--- config.mk ---
export PLATFORM = sky130hd
export DESIGN_NAME = hamming_encode_seq
export DESIGN_NICKNAME = d
export VERILOG_FILES = /design/src/rtl/hamming_encode_seq.sv
export SDC_FILE = /design/constraint.sdc
export NUM_CORES = 1
export LEC_CHECK = 0
export ABC_AREA = 0
export ABC_CLOCK_PERIOD_IN_PS = 2350
export BUFFER_PORTS_ARGS = -buffer_cell sky130_fd_sc_hd__clkbuf_2
export CELL_PAD_IN_SITES_DETAIL_PLACEMENT = 1
export CELL_PAD_IN_SITES_GLOBAL_PLACEMENT = 2
export CORE_MARGIN = 10
export CORE_UTILIZATION = 30
export CTS_BUF_LIST = sky130_fd_sc_hd__clkbuf_16
export CTS_CLUSTER_SIZE = 14
export DETAILED_ROUTE_END_ITERATION = 10
export PLACE_DENSITY_LB_ADDON = 0.1
export SETUP_SLACK_MARGIN = 0.1
export SLEW_MARGIN = 20
export SYNTH_ARGS = -nofsm -noshare
export SYNTH_HDL_FRONTEND = slang
export SYNTH_SLANG_ARGS = --single-unit
--- constraint.sdc ---
create_clock -name clock -period 2.35 [get_ports clock]
set_input_delay 0.47 -clock clock [delete_from_list [all_inputs] [get_ports clock]]
set_output_delay 0.47 -clock clock [all_outputs]
set_load 0.01 [all_outputs]
--- src/rtl/hamming_encode_seq.sv ---
// Memory-port master that SECDED-encodes NUM_MSG 11-bit messages from SRC_BASE
// into 16-bit codewords at DST_BASE, then pulses ack for one cycle.
module hamming_encode_seq #(
  parameter int NUM_MSG  = 15,
  parameter int SRC_BASE = 0,
  parameter int DST_BASE = 30,
  parameter int ADDR_W   = 8
) (
  input  logic              clock,
  input  logic              reset_n,
  input  logic              req,
  output logic              ack,
  output logic              busy,
  output logic [ADDR_W-1:0] mem_addr,
  output logic              mem_wr_en,
  output logic [7:0]        mem_wr_data,
  input  logic [7:0]        mem_rd_data
);

  typedef enum logic [2:0] {
    IDLE,
    RD_LO,
    RD_HI,
    WR_LO,
    WR_HI,
    DONE
  } state_t;

  localparam logic [3:0]        LAST = 4'(NUM_MSG - 1);
  localparam logic [ADDR_W-1:0] SRC  = ADDR_W'(SRC_BASE);
  localparam logic [ADDR_W-1:0] DST  = ADDR_W'(DST_BASE);
  localparam logic [ADDR_W-1:0] ONE  = ADDR_W'(1);

  state_t            state;
  logic [3:0]        idx;
  logic [11:1]       data;
  logic [ADDR_W-1:0] offset;
  logic              p8, p4, p2, p1, p0;
  logic [15:0]       codeword;
  logic              unused_hi;

  // Upper bits of the message high byte carry no data.
  assign unused_hi = ^mem_rd_data[7:3];

  assign offset = ADDR_W'({idx, 1'b0});

  assign p8 = ^data[11:5];
  assign p4 = (^data[11:8]) ^ (^data[4:2]);
  assign p2 = data[11] ^ data[10] ^ data[7] ^ data[6] ^ data[4] ^ data[3] ^ data[1];
  assign p1 = data[11] ^ data[9] ^ data[7] ^ data[5] ^ data[4] ^ data[2] ^ data[1];
  assign p0 = (^data) ^ p8 ^ p4 ^ p2 ^ p1;
  assign codeword = {data[11:5], p8, data[4:2], p4, data[1], p2, p1, p0};

  always_ff @(posedge clock or negedge reset_n) begin
    if (!reset_n) begin
      state <= IDLE;
      idx   <= 4'd0;
      data  <= '0;
    end else begin
      case (state)
        IDLE: begin
          if (req) begin
            state <= RD_LO;
            idx   <= 4'd0;
          end
        end
        RD_LO: begin
          data[8:1] <= mem_rd_data;
          state     <= RD_HI;
        end
        RD_HI: begin
          data[11:9] <= mem_rd_data[2:0];
          state      <= WR_LO;
        end
        WR_LO: state <= WR_HI;
        WR_HI: begin
          if (idx == LAST) begin
            state <= DONE;
          end else begin
            idx   <= idx + 4'd1;
            state <= RD_LO;
          end
        end
        DONE:    state <= IDLE;
        default: state <= IDLE;
      endcase
    end
  end

  // Memory port is decoded straight from state and idx, with no pipelining.
  always_comb begin
    mem_addr    = '0;
    mem_wr_en   = 1'b0;
    mem_wr_data = 8'h00;
    case (state)
      RD_LO: mem_addr = SRC + offset;
      RD_HI: mem_addr = SRC + offset + ONE;
      WR_LO: begin
        mem_addr    = DST + offset;
        mem_wr_en   = 1'b1;
        mem_wr_data = codeword[7:0];
      end
      WR_HI: begin
        mem_addr    = DST + offset + ONE;
        mem_wr_en   = 1'b1;
        mem_wr_data = codeword[15:8];
      end
      default: ;
    endcase
  end

  assign ack  = (state == DONE);
  assign busy = (state == RD_LO) || (state == RD_HI) || (state == WR_LO) || (state == WR_HI);

endmodule

==> After elaboration in Yosys (flattened, before gate mapping) <==
Cells that the tools add are included.
Widths: inputs -> output; s select.
{ "word_totals": {"regBits": 18, "in_bits": 11, "output_inout_bits": 19, "word_cells": 53} }
{ "op_classes": {"add_sub_neg": 4, "n_eq_ne": 8, "mux": 9, "bitwise": 17, "n_reduce_logical": 11} }
{ "op_table": {"columns": ["cell", "count"], "rows": [
  ["$pmux 7 s4", 1],
  ["$xor 1x1->1", 17],
  ["$pmux 8 s2", 1],
  ["$pmux 3 s5", 1],
  ["$reduce_xor 11->1", 1],
  ["$mux 4", 2],
  ["$pmux 4 s2", 1],
  ["$add 6x1->7 const B", 1],
  ["$reduce_xor 7->1", 1],
  ["$add 5x1->6 const B", 1],
  ["$add 5x5->6 const A", 1],
  ["$eq 3x2->1 const B", 2],
  ["$eq 3x3->1 const B", 2],
  ["$mux 3", 2],
  ["$add 4x1->4 const B", 1],
  ["$eq 4x4->1 const B", 1],
  ["$ne 2x2->1 const B", 2],
  ["$reduce_xor 4->1", 1],
  ["$eq 3x1->1 const B", 1],
  ["$logic_not 3->1", 1],
  ["$logic_or 1x1->1", 3],
  ["$reduce_and 3->1", 1],
  ["$reduce_xor 3->1", 1],
  ["$reduce_bool 2->1", 1],
  ["other kinds (2)", 2]
]} }

==> Logic depth before layout (Yosys ltp) <==
Gate-level depths: netlist of the first run.
{ "logic_depth": {"word_depth": 9, "depth_mapped": 7} }

==> Worst setup path before layout of the first run <==
OpenSTA, ideal clock, no wires.
{ "synth_timing": {"path_kind": "register -> output", "start": "reg data[9] in the netlist's numbering", "end": "out mem_wr_data[0]", "t_arrival_ns": 1.520, "slack_ns": 0.360, "stages_incl_launch_ff": 5, "path_cell_list": "dfrtp_1 -> xnor2_1 -> xnor3_2 -> xnor3_1 -> o22ai_2"} }
{ "synth_via": {"elab_chain_cells": 8, "word_cells_on_any_way": 15, "cone_classes": "mux: 1; bitwise: 11; reduce/logical: 3"} }
{ "synth_lines": {"columns": ["element", "line_no", "rtl"], "rows": [
  ["start: declaration", "36", "logic [11:1] data;"],
  ["$xor 1x1->1 (6 in a row)", "50", "assign p1 = data[11] ^ data[9] ^ data[7] ^ data[5] ^ data[4] ^ data[2] ^ data[1];"],
  ["$xor 1x1->1", "51", "assign p0 = (^data) ^ p8 ^ p4 ^ p2 ^ p1;"],
  ["$pmux 8 s2 *", "95", "case (state)"],
  ["end: declaration", "16", "output logic [7:0] mem_wr_data,"]
]} }
Mark *: on every way between the ends. The rest lies on a longest branch, timed or not.

==> Final worst setup path of the first run <==
{ "layout_timing": {"start": "reg data[8] in the netlist's numbering", "end": "out mem_wr_data[0]"} }
{ "layout_via": {"elab_chain_cells": 6, "word_cells_on_any_way": 9, "cone_classes": "mux: 1; bitwise: 5; reduce/logical: 3"} }
{ "layout_lines": {"columns": ["element", "line_no"], "rows": [
  ["$reduce_xor 11->1, or another cell as far along", "51"],
  ["$xor 1x1->1, on equally long branches", "51, 48"],
  ["$xor 1x1->1 (3 in a row)", "51"],
  ["$pmux 8 s2 *", "95"]
]} }
Marks and branches as above.

==> results of run 1 <==
==> registers in the layout, summed over array words and instances (netlist names) <==
name / flops
state: 3
idx: 4
data: 11
==> logic make-up after synthesis <==
logic type,count (synthesis),share of synthesized area
xor+xnor,23,0.197
compound gates,29,0.147
simple gates,33,0.130
other cells,1,0.00279
flops,18,0.335
fa+ha+maj,3,0.0279
buf+inv,16,0.0520
mux,13,0.109
==> cell usage in the layout, fill, tap and decap left out, types with 3 or more instances in the layout <==
cell / netlist / final
sky130_fd_sc_hd__o21ai_0: 4 / 4
sky130_fd_sc_hd__dfrtp_1: 18 / 13
sky130_fd_sc_hd__a22o_1: 8 / 8
sky130_fd_sc_hd__nand3_1: 3 / 3
sky130_fd_sc_hd__clkbuf_16: 0 / 3
sky130_fd_sc_hd__mux2_1: 13 / 13
sky130_fd_sc_hd__nor3_1: 3 / 3
sky130_fd_sc_hd__nand2_1: 10 / 9
sky130_fd_sc_hd__xnor2_2: 1 / 7
sky130_fd_sc_hd__xnor3_1: 3 / 3
sky130_fd_sc_hd__o22ai_1: 4 / 4
sky130_fd_sc_hd__nor2_1: 6 / 5
sky130_fd_sc_hd__dfrtp_2: 0 / 5
sky130_fd_sc_hd__clkbuf_2: 0 / 24
sky130_fd_sc_hd__a21oi_1: 5 / 5
sky130_fd_sc_hd__xnor2_1: 16 / 10
sky130_fd_sc_hd__o21ai_1: 4 / 4
sky130_fd_sc_hd__inv_1: 3 / 3
sky130_fd_sc_hd__ha_1: 3 / 3
sky130_fd_sc_hd__buf_4: 2 / 10
sky130_fd_sc_hd__buf_2: 2 / 3
==> layout make-up <==
class | instances | area, µm²
Inverter | 3 | 11.3
Clock buffer | 3 | 75.1
Fill cell | 503 | 2630
Clock inverter | 1 | 3.75
Sequential cell | 18 | 457
Tap cell | 52 | 65.1
Timing Repair Buffer | 38 | 221
Multi-Input combinational cell | 103 | 888
==> layer usage <==
layer	wire length, µm	up-vias	share of wire	track usage
met2	2010	18	0.54	0.195
met3	118	2	0.032	0.0187
met4	39	0	0.011	0.0295
met1	1540	546	0.42	0.101
met5	0	-	0	0
li1	-	540	-	-
==> repair_timing <==
action                                  4_1_cts  5_1_grt
gates resized for setup                       7       12
pin swaps                                     4        2
endpoints found under the setup margin       13       13
buffers inserted                              2        2
hold buffers                                  0        0
==> path summary, 6_finish.rpt <==
path / from / to / slack (ns)
setup / recovery: data[8] / mem_wr_data[0] / -0.08
hold / removal: reset_n / data[1] / 0.17
setup reg to reg: state[1] / data[9] / 0.71
hold reg to reg: data[6] / data[6] / 0.54
max in group asynchronous: reset_n / idx[1] / 1.83
min in group clock: mem_rd_data[5] / data[6] / 0.44
==> per-stage QoR <==
| step | cells | util |
|---|---|---|
| 6_report | 218 | 0.395 |
| 5_1_grt | 218 | 0.395 |
| 4_1_cts | 216 | 0.384 |
| 3_5_place_dp | 210 | 0.355 |
| 3_3_place_gp | 210 | 0.355 |
| 2_1_floorplan | 137 | - |
==> metrics.sh, run 1 <==
INITIAL_UTILIZATION=0.309
CPPEAKSTAGEDELAY_NS=0.44
GRT.OVERFLOW.TOTAL=0
QUANTITY_OF_I_O_BUFFERS_INSERTED_ON_PORTS=27
AVGROUTEDWIREPERCELL_UM=17.0
DETAILED_PLACE_HPWL_MM=2.88
SYN_TO_FINAL_GROWTH_PCT=27.9
NETS=181
CLKTRANSATPATHREGS_NS=0.05
FRACTION_OF_FINAL_LAYOUT_CELLS_WITH_DRIVE_STRENGTH_GREATER_THAN_1=0.361
CTS.SINKS=18
CTS_H_TREE_LVLS=1
MAX_CAP_VIOLATIONS=0
POST-SYNTH-TOP-AREA-CELL='sky130_fd_sc_hd__dfrtp_1'
DETAIL_ROUTE.DRC_VIOLATIONS=0
FIN_WORST_HOLD_SLACK_NS=0.169
MIN_PATH_TYPE='input port to asynchronous set/reset pin'
SYNTH_LARGEST_TYPE_AREA_FRACTION=0.335
R2R.WORST_PATH.CELLS=3
FINAL-HOLD-VIOLATION-COUNT=0
POST_SYNTH_MAIN_AREA_CONTRIBUTORS='sky130_fd_sc_hd__dfrtp_1 33%, sky130_fd_sc_hd__mux2_1 11%, sky130_fd_sc_hd__xnor2_1 10%'
PLACEABLECOREAREA_MM2=0.00435
WORST_PATH_MAX_DELAY_CELL='sky130_fd_sc_hd__dfrtp_1'
YS_TYPES=34
DRT_ITER0_MARKERS=27
CPLARGESTDELAYFAMILY='XOR/XNOR gates'
PLACEMENT.SETUP.WORST_SLACK_NS=0.131
ROWS=24
POSTROUTEANTENNANETS=0
CRIT_SHARE_POST_ROUTE=1.03
NETLIST_AREA_MM2=0.00135
SYN_AVG_CELL_AREA_UM2=9.90
FINALWORSTPATHREQUIREDPERIOD_NS=2.43
GLOBAL_ROUTE.USAGE.TOTAL=0.0991
SYNTH_ENABLE_FLOP_CELLS=0
FP.DIEH_UM=87.0
I_O_PIN_TOTAL=30
CRITICAL_PATH_CLASS='flip-flop to output pin'
FIN_TNS_SETUP_NS=-0.0762
MAXSLEWVIOLCOUNT=0
ROUTED_WIRELENGTH_MM=3.71
MOST_USED_STANDARD_CELL_BY_INSTANCE_COUNT_AFTER_SYNTHESIS='sky130_fd_sc_hd__dfrtp_1'
CRIT_PATH_END_KIND='output pin'
WIRE_LENGTH_OF_THE_FIRST_GLOBAL_ROUTING_PASS_MM=6.09
RUN_STATUS='finished with violations'
ASYNC_RESET_FF_FRAC=1.00
LEADING_POST_SYNTHESIS_CELLS_BY_INSTANCE_COUNT='18 x sky130_fd_sc_hd__dfrtp_1, 16 x sky130_fd_sc_hd__xnor2_1, 13 x sky130_fd_sc_hd__mux2_1'
CLK_ROOT_BUFFER_CELL='sky130_fd_sc_hd__clkbuf_16'
SYNTH-SEQ-CELLS=18
VIOLATIONS_IN_THE_FINAL_REPORTS='negative setup slack'
CRITPATHREQUIREDTIME_NS=1.88
CTS_MADE_BUFFERS=3
POST-ROUTE-WORST-SETUP-SLACK_NS=-0.0762
CLOCK_TREE_FROM_TRITONCTS='built'
WORST-ENDPOINT-ARRIVAL_NS=1.96
INITIAL_ANTENNA_VIOLATION_COUNT=0
WARNINGS_SYNTHESIS=0
STDCELL_AREA_MM2=0.00172
INSERTION_DELAY_NS=0.24
DIE_WIDTH_UM=87.0
WORSTPATHCELLLIST='xnor2_2 > xnor3_2 > xnor3_1 > o22ai_2 > buf_2'
SETUP_VIOL=1
GRT_SETUP_UNREPAIRED='true'
DESIGN.DIE.AREA_MM2=0.00757
DRT_FIRST_PASS_ITERS=2
VIAS_IN_THE_FIRST_GLOBAL_ROUTE=1244
PIN_COUNT_OF_THE_BIGGEST_NET_ENTERING_GLOBAL_ROUTING=19
COMBINED_BUFFER_AND_INVERTER_COUNT_ALONG_THE_CRITICAL_PATH=1
POST_DP_CELL_AREA_MM2=0.00154
POSTSYNTH.TOPFLOPCELL='sky130_fd_sc_hd__dfrtp_1'
FMAX_GHz=0.412
TIMING.CRITICAL_PATH.FROM_TYPE='flip-flop'
GP_ROUTABILITY_CONGESTION=0.762
CTS_BUFFER_DEPTH=2
FINAL.SETUP_SKEW_NS=0.00136
ROUTED_VIAS_INST=5.07
VIAS=1106
NETLIST_INSTANCES=136
CP.DEPTH=5
POST_SYNTHESIS_SEQUENTIAL_AREA_RATIO=0.335
CRITICAL_PATH_PEAK_FANOUT=4
ANTENNA-DIODE-COUNT=0
Power of run 1 is left out: the tool's default activity adds up to more than one toggle a clock period on the data nets, which glitch-free logic cannot reach.
==> run 2: changes to the inputs <==
Settings changed: SKIP_CTS_REPAIR_TIMING from default to 1.
==> run 2 against run 1 <==
The flow still finishes with violations (negative setup slack). Fmax shrank 0.39%. Die area unchanged. Count of clock-buffer cells in the layout did not move. Setup slack lost 0.0096 ns. Worst hold slack lost 0.0014 ns. Highest routed layer unchanged. Sequential share of layout area increased by 0.66 points. First-iteration DRC count is 26% lower. Clock skew about the same. Global-route usage down 0.20 points. Critical path depth is the same. Routed wire length decreased by 1.5%. Flip-flop and latch count stayed put. Largest cell class unchanged. Critical endpoint unchanged.
==> metrics.sh, run 2 (synthesis gave the netlist of run 1 again) <==
DETAIL_ROUTE.DRC_VIOLATIONS=0
QUANTITY_OF_I_O_BUFFERS_INSERTED_ON_PORTS=27
STARTPOINT='data[8]'
TIMING.REG2REG.SETUP_SLACK_NS=0.71
NETS=178
CRITPATHREQUIREDTIME_NS=1.88
SETUP_VIOL=1
PLACEABLECOREAREA_MM2=0.00435
WORST_PATH_MAX_DELAY_CELL='sky130_fd_sc_hd__xnor3_2'
CTS.SINKS=18
CPPEAKSTAGEDELAY_NS=0.45
R2R.WORST_PATH.CELLS=3
AVGROUTEDWIREPERCELL_UM=17.0
FP.DIEH_UM=87.0
DIE_WIDTH_UM=87.0
FMAX_GHz=0.411
CRITICAL_PATH_CLASS='flip-flop to output pin'
COMMONEST_NON_FILL_NON_TAP_CELLS_IN_THE_LAYOUT='25 x sky130_fd_sc_hd__clkbuf_2, 15 x sky130_fd_sc_hd__dfrtp_1, 13 x sky130_fd_sc_hd__mux2_1, 12 x sky130_fd_sc_hd__xnor2_1, 9 x sky130_fd_sc_hd__nand2_1'
FINAL-HOLD-VIOLATION-COUNT=0
CTS_H_TREE_LVLS=1
GLOBAL_ROUTE.USAGE.TOTAL=0.0971
INITIAL_UTILIZATION=0.309
LAYOUT_TOP_REGISTERS='data: 11 flops, idx: 4 flops, state: 3 flops'
RUN_STATUS='finished with violations'
GRT.OVERFLOW.TOTAL=0
CLOCK_TREE_FROM_TRITONCTS='built'
FIN_TNS_SETUP_NS=-0.0858
MAX_CAP_VIOLATIONS=0
MIN_PATH_TYPE='input port to asynchronous set/reset pin'
INITIAL_ANTENNA_VIOLATION_COUNT=0
DRT_FIRST_PASS_ITERS=3
CRIT_SHARE_POST_ROUTE=1.04
SYN_TO_FINAL_GROWTH_PCT=24.1
WORSTPATHCELLLIST='xnor2_2 > xnor3_2 > xnor3_1 > o22ai_2 > buf_2'
I_O_PIN_TOTAL=30
FILLERS=504
MAXSLEWVIOLCOUNT=0
ROUTED_VIAS_INST=5.10
PIN_COUNT_OF_THE_BIGGEST_NET_ENTERING_GLOBAL_ROUTING=19
DRT_ITER0_MARKERS=20
CRITICAL_PATH.REG2REG.STARTPOINT='state[1]'
FINAL.SETUP_SKEW_NS=0.000899
FRACTION_OF_FINAL_LAYOUT_CELLS_WITH_DRIVE_STRENGTH_GREATER_THAN_1=0.319
GRT_SETUP_UNREPAIRED='true'
LARGEST_REGISTER_FF_COUNT=11
FINALWORSTPATHREQUIREDPERIOD_NS=2.44
WIRE_LENGTH_OF_THE_FIRST_GLOBAL_ROUTING_PASS_MM=5.98
ANTENNA-DIODE-COUNT=0
TIMING.CRITICAL_PATH.FROM_TYPE='flip-flop'
POST-ROUTE-WORST-SETUP-SLACK_NS=-0.0858
CRITICAL_PATH_PEAK_FANOUT=4
CTS_MADE_BUFFERS=3
CLKTRANSATPATHREGS_NS=0.05
WORST-ENDPOINT-ARRIVAL_NS=1.97
VIOLATIONS_IN_THE_FINAL_REPORTS='negative setup slack'
GP_ROUTABILITY_CONGESTION=0.762
VIAS_IN_THE_FIRST_GLOBAL_ROUTE=1233
POSTROUTEANTENNANETS=0
LAYOUT_COMMONEST_CELL='sky130_fd_sc_hd__clkbuf_2'
REGISTERS.TOP_BY_FF_COUNT='data'
VIAS=1097
CRIT_PATH_END_KIND='output pin'
INSERTION_DELAY_NS=0.24
ROWS=24
CLK_ROOT_BUFFER_CELL='sky130_fd_sc_hd__clkbuf_16'
ROUTED_WIRELENGTH_MM=3.66
CTS_BUFFER_DEPTH=2
DESIGN.DIE.AREA_MM2=0.00757
DETAILED_PLACE_HPWL_MM=2.88
==> run 2: cell types whose count changed in the layout (fill, tap and decap cells not counted), moves of 2 or more <==
cell	previous run	this run
sky130_fd_sc_hd__xnor2_2	7	5
sky130_fd_sc_hd__dfrtp_1	13	15
sky130_fd_sc_hd__buf_4	10	8
sky130_fd_sc_hd__xnor2_1	10	12
sky130_fd_sc_hd__dfrtp_2	5	3
==> run 2: routing by layer <==
metal / global-route usage / share of wire / vias up
met5: 0 / 0 / -
met4: 0.0280 / 0.010 / 0
met3: 0.0206 / 0.047 / 4
met2: 0.191 / 0.53 / 18
met1: 0.0985 / 0.41 / 541
li1: - / - / 534
==> run 2: final timing paths <==
kind | end
max in group asynchronous | data[9]
min | data[1]
min reg2reg | data[6]
min in group clock | data[6]
max reg2reg | data[9]
max | mem_wr_data[0]
==> run 2: final cells by class <==
class,count,area [µm²],area share
Sequential cell,18,454,0.272
Timing Repair Buffer,35,195,0.117
Inverter,3,11.3,0.00674
Clock inverter,1,3.75,0.00225
Multi-Input combinational cell,103,866,0.518
Tap cell,52,65.1,0.0390
Clock buffer,3,75.1,0.0449
==> run 2: metrics by stage <==
stage | hold WS [ns] | instance area (µm²) | utilization | instances | setup slack [ns]
2_1_floorplan | 0.174 | 1350 | - | 137 | 0.360
3_3_place_gp | 0.445 | 1540 | 0.355 | 210 | 0.195
3_5_place_dp | 0.454 | 1540 | 0.355 | 210 | 0.131
4_1_cts | 0.192 | 1620 | 0.373 | 214 | -0.144
5_1_grt | 0.206 | 1670 | 0.384 | 215 | -0.167
6_report | 0.168 | 1670 | 0.384 | 215 | -0.0858
==> run 2: critical path: cells and delay by family, from the launching register on <==
kind / cells / cell delay, ns
compound gates: 1 / 0.11
xor+xnor: 3 / 1.02
buf+inv: 1 / 0.16
flops: 1 / 0.44
Power of run 2 is left out for the same reason.
==> run 3: changes to the inputs <==
Settings changed: CORE_UTILIZATION 30 to 33.
==> run 3 against run 2 <==
The flow still finishes with violations (negative setup slack). Non-clock buffer count rose by 2. Count of clock-buffer cells in the layout did not move. Cell count did not move. Fmax rose by 1.2%. Worst hold slack got worse by 0.0056 ns. Design area rose by 0.23%. Critical path depth did not move. Clock skew rose by 0.0013 ns. Routed wire length rose by 1.3%. First-iteration DRC count fell by 10%. Critical endpoint unchanged.
==> metrics.sh, run 3 (synthesis gave the netlist of run 1 again) <==
RUN_STATUS='finished with violations'
VIOLATIONS_IN_THE_FINAL_REPORTS='negative setup slack'
P_LEAK_uW=0.000781
I_O_PIN_TOTAL=30
DETAILED_PLACE_HPWL_MM=2.93
CRITPATHREQUIREDTIME_NS=1.88
LAYOUT_TOP_REGISTERS='data: 11 flops, idx: 4 flops, state: 3 flops'
POSTROUTEANTENNANETS=0
WORST-ENDPOINT-ARRIVAL_NS=1.94
MAXSLEWVIOLCOUNT=0
CPLARGESTDELAYFAMILY='XOR/XNOR gates'
REGISTERS.TOP_BY_FF_COUNT='data'
ANTENNA-DIODE-COUNT=0
SEQ_POWER_SHARE=0.189
PIN_COUNT_OF_THE_BIGGEST_NET_ENTERING_GLOBAL_ROUTING=20
NETS=180
MIN_PATH_TYPE='input port to asynchronous set/reset pin'
GRT_SETUP_UNREPAIRED='true'
GP_ROUTABILITY_CONGESTION=0.722
DIE_WIDTH_UM=83.9
PLACEABLECOREAREA_MM2=0.00397
CRIT_PATH_END_KIND='output pin'
GRT_BUSIEST_LAYER='met2'
FILLERS=468
ROWS=23
AVGROUTEDWIREPERCELL_UM=17.2
CLK_ROOT_BUFFER_CELL='sky130_fd_sc_hd__clkbuf_16'
RELATIVE_SLEW_SLACK=0.626
POWER.DENSITY_mW_PER_MM2=2160
CTS.SINKS=18
GLOBAL_ROUTE.USAGE.TOTAL=0.104
CLKTRANSATPATHREGS_NS=0.06
CTS_H_TREE_LVLS=1
CTS_BUFFER_DEPTH=2
TIMING.CRITICAL_PATH.FROM_TYPE='flip-flop'
FINAL.SETUP_SKEW_NS=0.00218
DRT_FIRST_PASS_ITERS=4
ROUTED_WIRELENGTH_MM=3.71
GRT.OVERFLOW.TOTAL=0
SETUP_VIOL=1
INSERTION_DELAY_NS=0.25
WORST_IR_DROP_VDD_uV=871
STDCELL_AREA_MM2=0.00167
CLOCK_TREE_FROM_TRITONCTS='built'
POST_DP_CELL_AREA_MM2=0.00154
VIAS=1116
FMAX_GHz=0.415
CRITICAL_PATH_CLASS='flip-flop to output pin'
POWER.SWITCHING_FRACTION=0.406
VIAS_IN_THE_FIRST_GLOBAL_ROUTE=1233
GLOBALROUTEMET2UTIL=0.200
ROUTED_VIAS_INST=5.19
POST-ROUTE-WORST-SETUP-SLACK_NS=-0.0573
CRIT_SHARE_POST_ROUTE=1.02
DETAIL_ROUTE.DRC_VIOLATIONS=0
CTS_MADE_BUFFERS=3
CLOCK_POWER_SHARE=0.095
POST-ROUTE-UTIL=0.422
LAYOUT_COMMONEST_CELL='sky130_fd_sc_hd__clkbuf_2'
LARGEST_REGISTER_FF_COUNT=11
INITIAL_ANTENNA_VIOLATION_COUNT=0
GRT.MET3_USAGE=0.0205
INITIAL_UTILIZATION=0.339
COMMONEST_NON_FILL_NON_TAP_CELLS_IN_THE_LAYOUT='24 x sky130_fd_sc_hd__clkbuf_2, 15 x sky130_fd_sc_hd__dfrtp_1, 13 x sky130_fd_sc_hd__xnor2_1, 13 x sky130_fd_sc_hd__mux2_1, 10 x sky130_fd_sc_hd__buf_4'
CRITICAL_PATH_PEAK_FANOUT=4
COMBINED_BUFFER_AND_INVERTER_COUNT_ALONG_THE_CRITICAL_PATH=1
WORSTPATHCELLLIST='xnor2_2 > xnor3_2 > xnor3_1 > o22ai_2 > buf_2'
SYN_TO_FINAL_GROWTH_PCT=24.3
CPPEAKSTAGEDELAY_NS=0.44
MAX_CAP_VIOLATIONS=0
DRT_ITER0_MARKERS=18
WIRE_LENGTH_OF_THE_FIRST_GLOBAL_ROUTING_PASS_MM=6.11
GRT_USE_MET1=0.108
WORST_SLEW_PIN_SLEW_NS=0.560
TIMING.REG2REG.SETUP_SLACK_NS=0.64
DESIGN.DIE.AREA_MM2=0.00703
FINALWORSTPATHREQUIREDPERIOD_NS=2.41
FINAL-HOLD-VIOLATION-COUNT=0
COMBINATIONALPOWERSHARE=0.716
QUANTITY_OF_I_O_BUFFERS_INSERTED_ON_PORTS=27
WORST_PATH_MAX_DELAY_CELL='sky130_fd_sc_hd__dfrtp_2'
INTPOWER_uW=2150
FP.DIEH_UM=83.9
FRACTION_OF_FINAL_LAYOUT_CELLS_WITH_DRIVE_STRENGTH_GREATER_THAN_1=0.315
NETSWITCHINGPOWER_uW=1470
==> run 3: cell count changes in the layout (fill, tap and decap cells not counted), sizes merged <==
cell / delta
clkbuf: -1
buf: +3
==> run 3: final timing paths <==
path / start / cells past startpoint / to
max: data[11] / 5 / mem_wr_data[0]
min: reset_n / 1 / data[7]
max reg2reg: idx[0] / 6 / idx[3]
min reg2reg: data[6] / 1 / data[6]
max in group asynchronous: reset_n / 1 / idx[1]
min in group clock: mem_rd_data[6] / 2 / data[7]
==> run 3: area by class of cell <==
class,instances,area [µm²],share of cell area
clock buffer,3,75.1,0.0448
multi-input combinational,103,857,0.512
tap,50,62.6,0.0374
sequential,18,454,0.271
inverter,3,11.3,0.00673
clock inverter,1,3.75,0.00224
timing repair buffer,37,210,0.126
==> run 3: power by group through the flow <==
stage | sequential, µW | combinational, µW | clock, µW
finish | 683 | 2590 | 345
floorplan | 574 | 1930 | 0
global route | 711 | 2850 | 374
global placement | 662 | 2430 | 0
detailed placement | 671 | 2500 | 0
CTS | 666 | 2500 | 351
==> run 3: per-layer routing <==
layer | share of wire | wire [µm] | vias up
met3 | 0.039 | 143 | 2
met2 | 0.53 | 1980 | 20
met1 | 0.42 | 1560 | 558
met4 | 0.0081 | 30 | 0
li1 | - | - | 536
met5 | 0 | 0 | -
==> run 3: through the flow <==
step / total power [µW] / TNS (ns) / setup slack [ns] / instances / hold slack, ns
5_1_grt: 3930 / -0.222 / -0.160 / 215 / 0.204
4_1_cts: 3520 / -0.106 / -0.106 / 212 / 0.185
3_3_place_gp: 3090 / 0 / 0.194 / 208 / 0.442
3_5_place_dp: 3170 / 0 / 0.159 / 208 / 0.450
6_report: 3620 / -0.0573 / -0.0573 / 215 / 0.162
2_1_floorplan: 2500 / 0 / 0.360 / 137 / 0.174
Power figures use the tool's default switching activity.
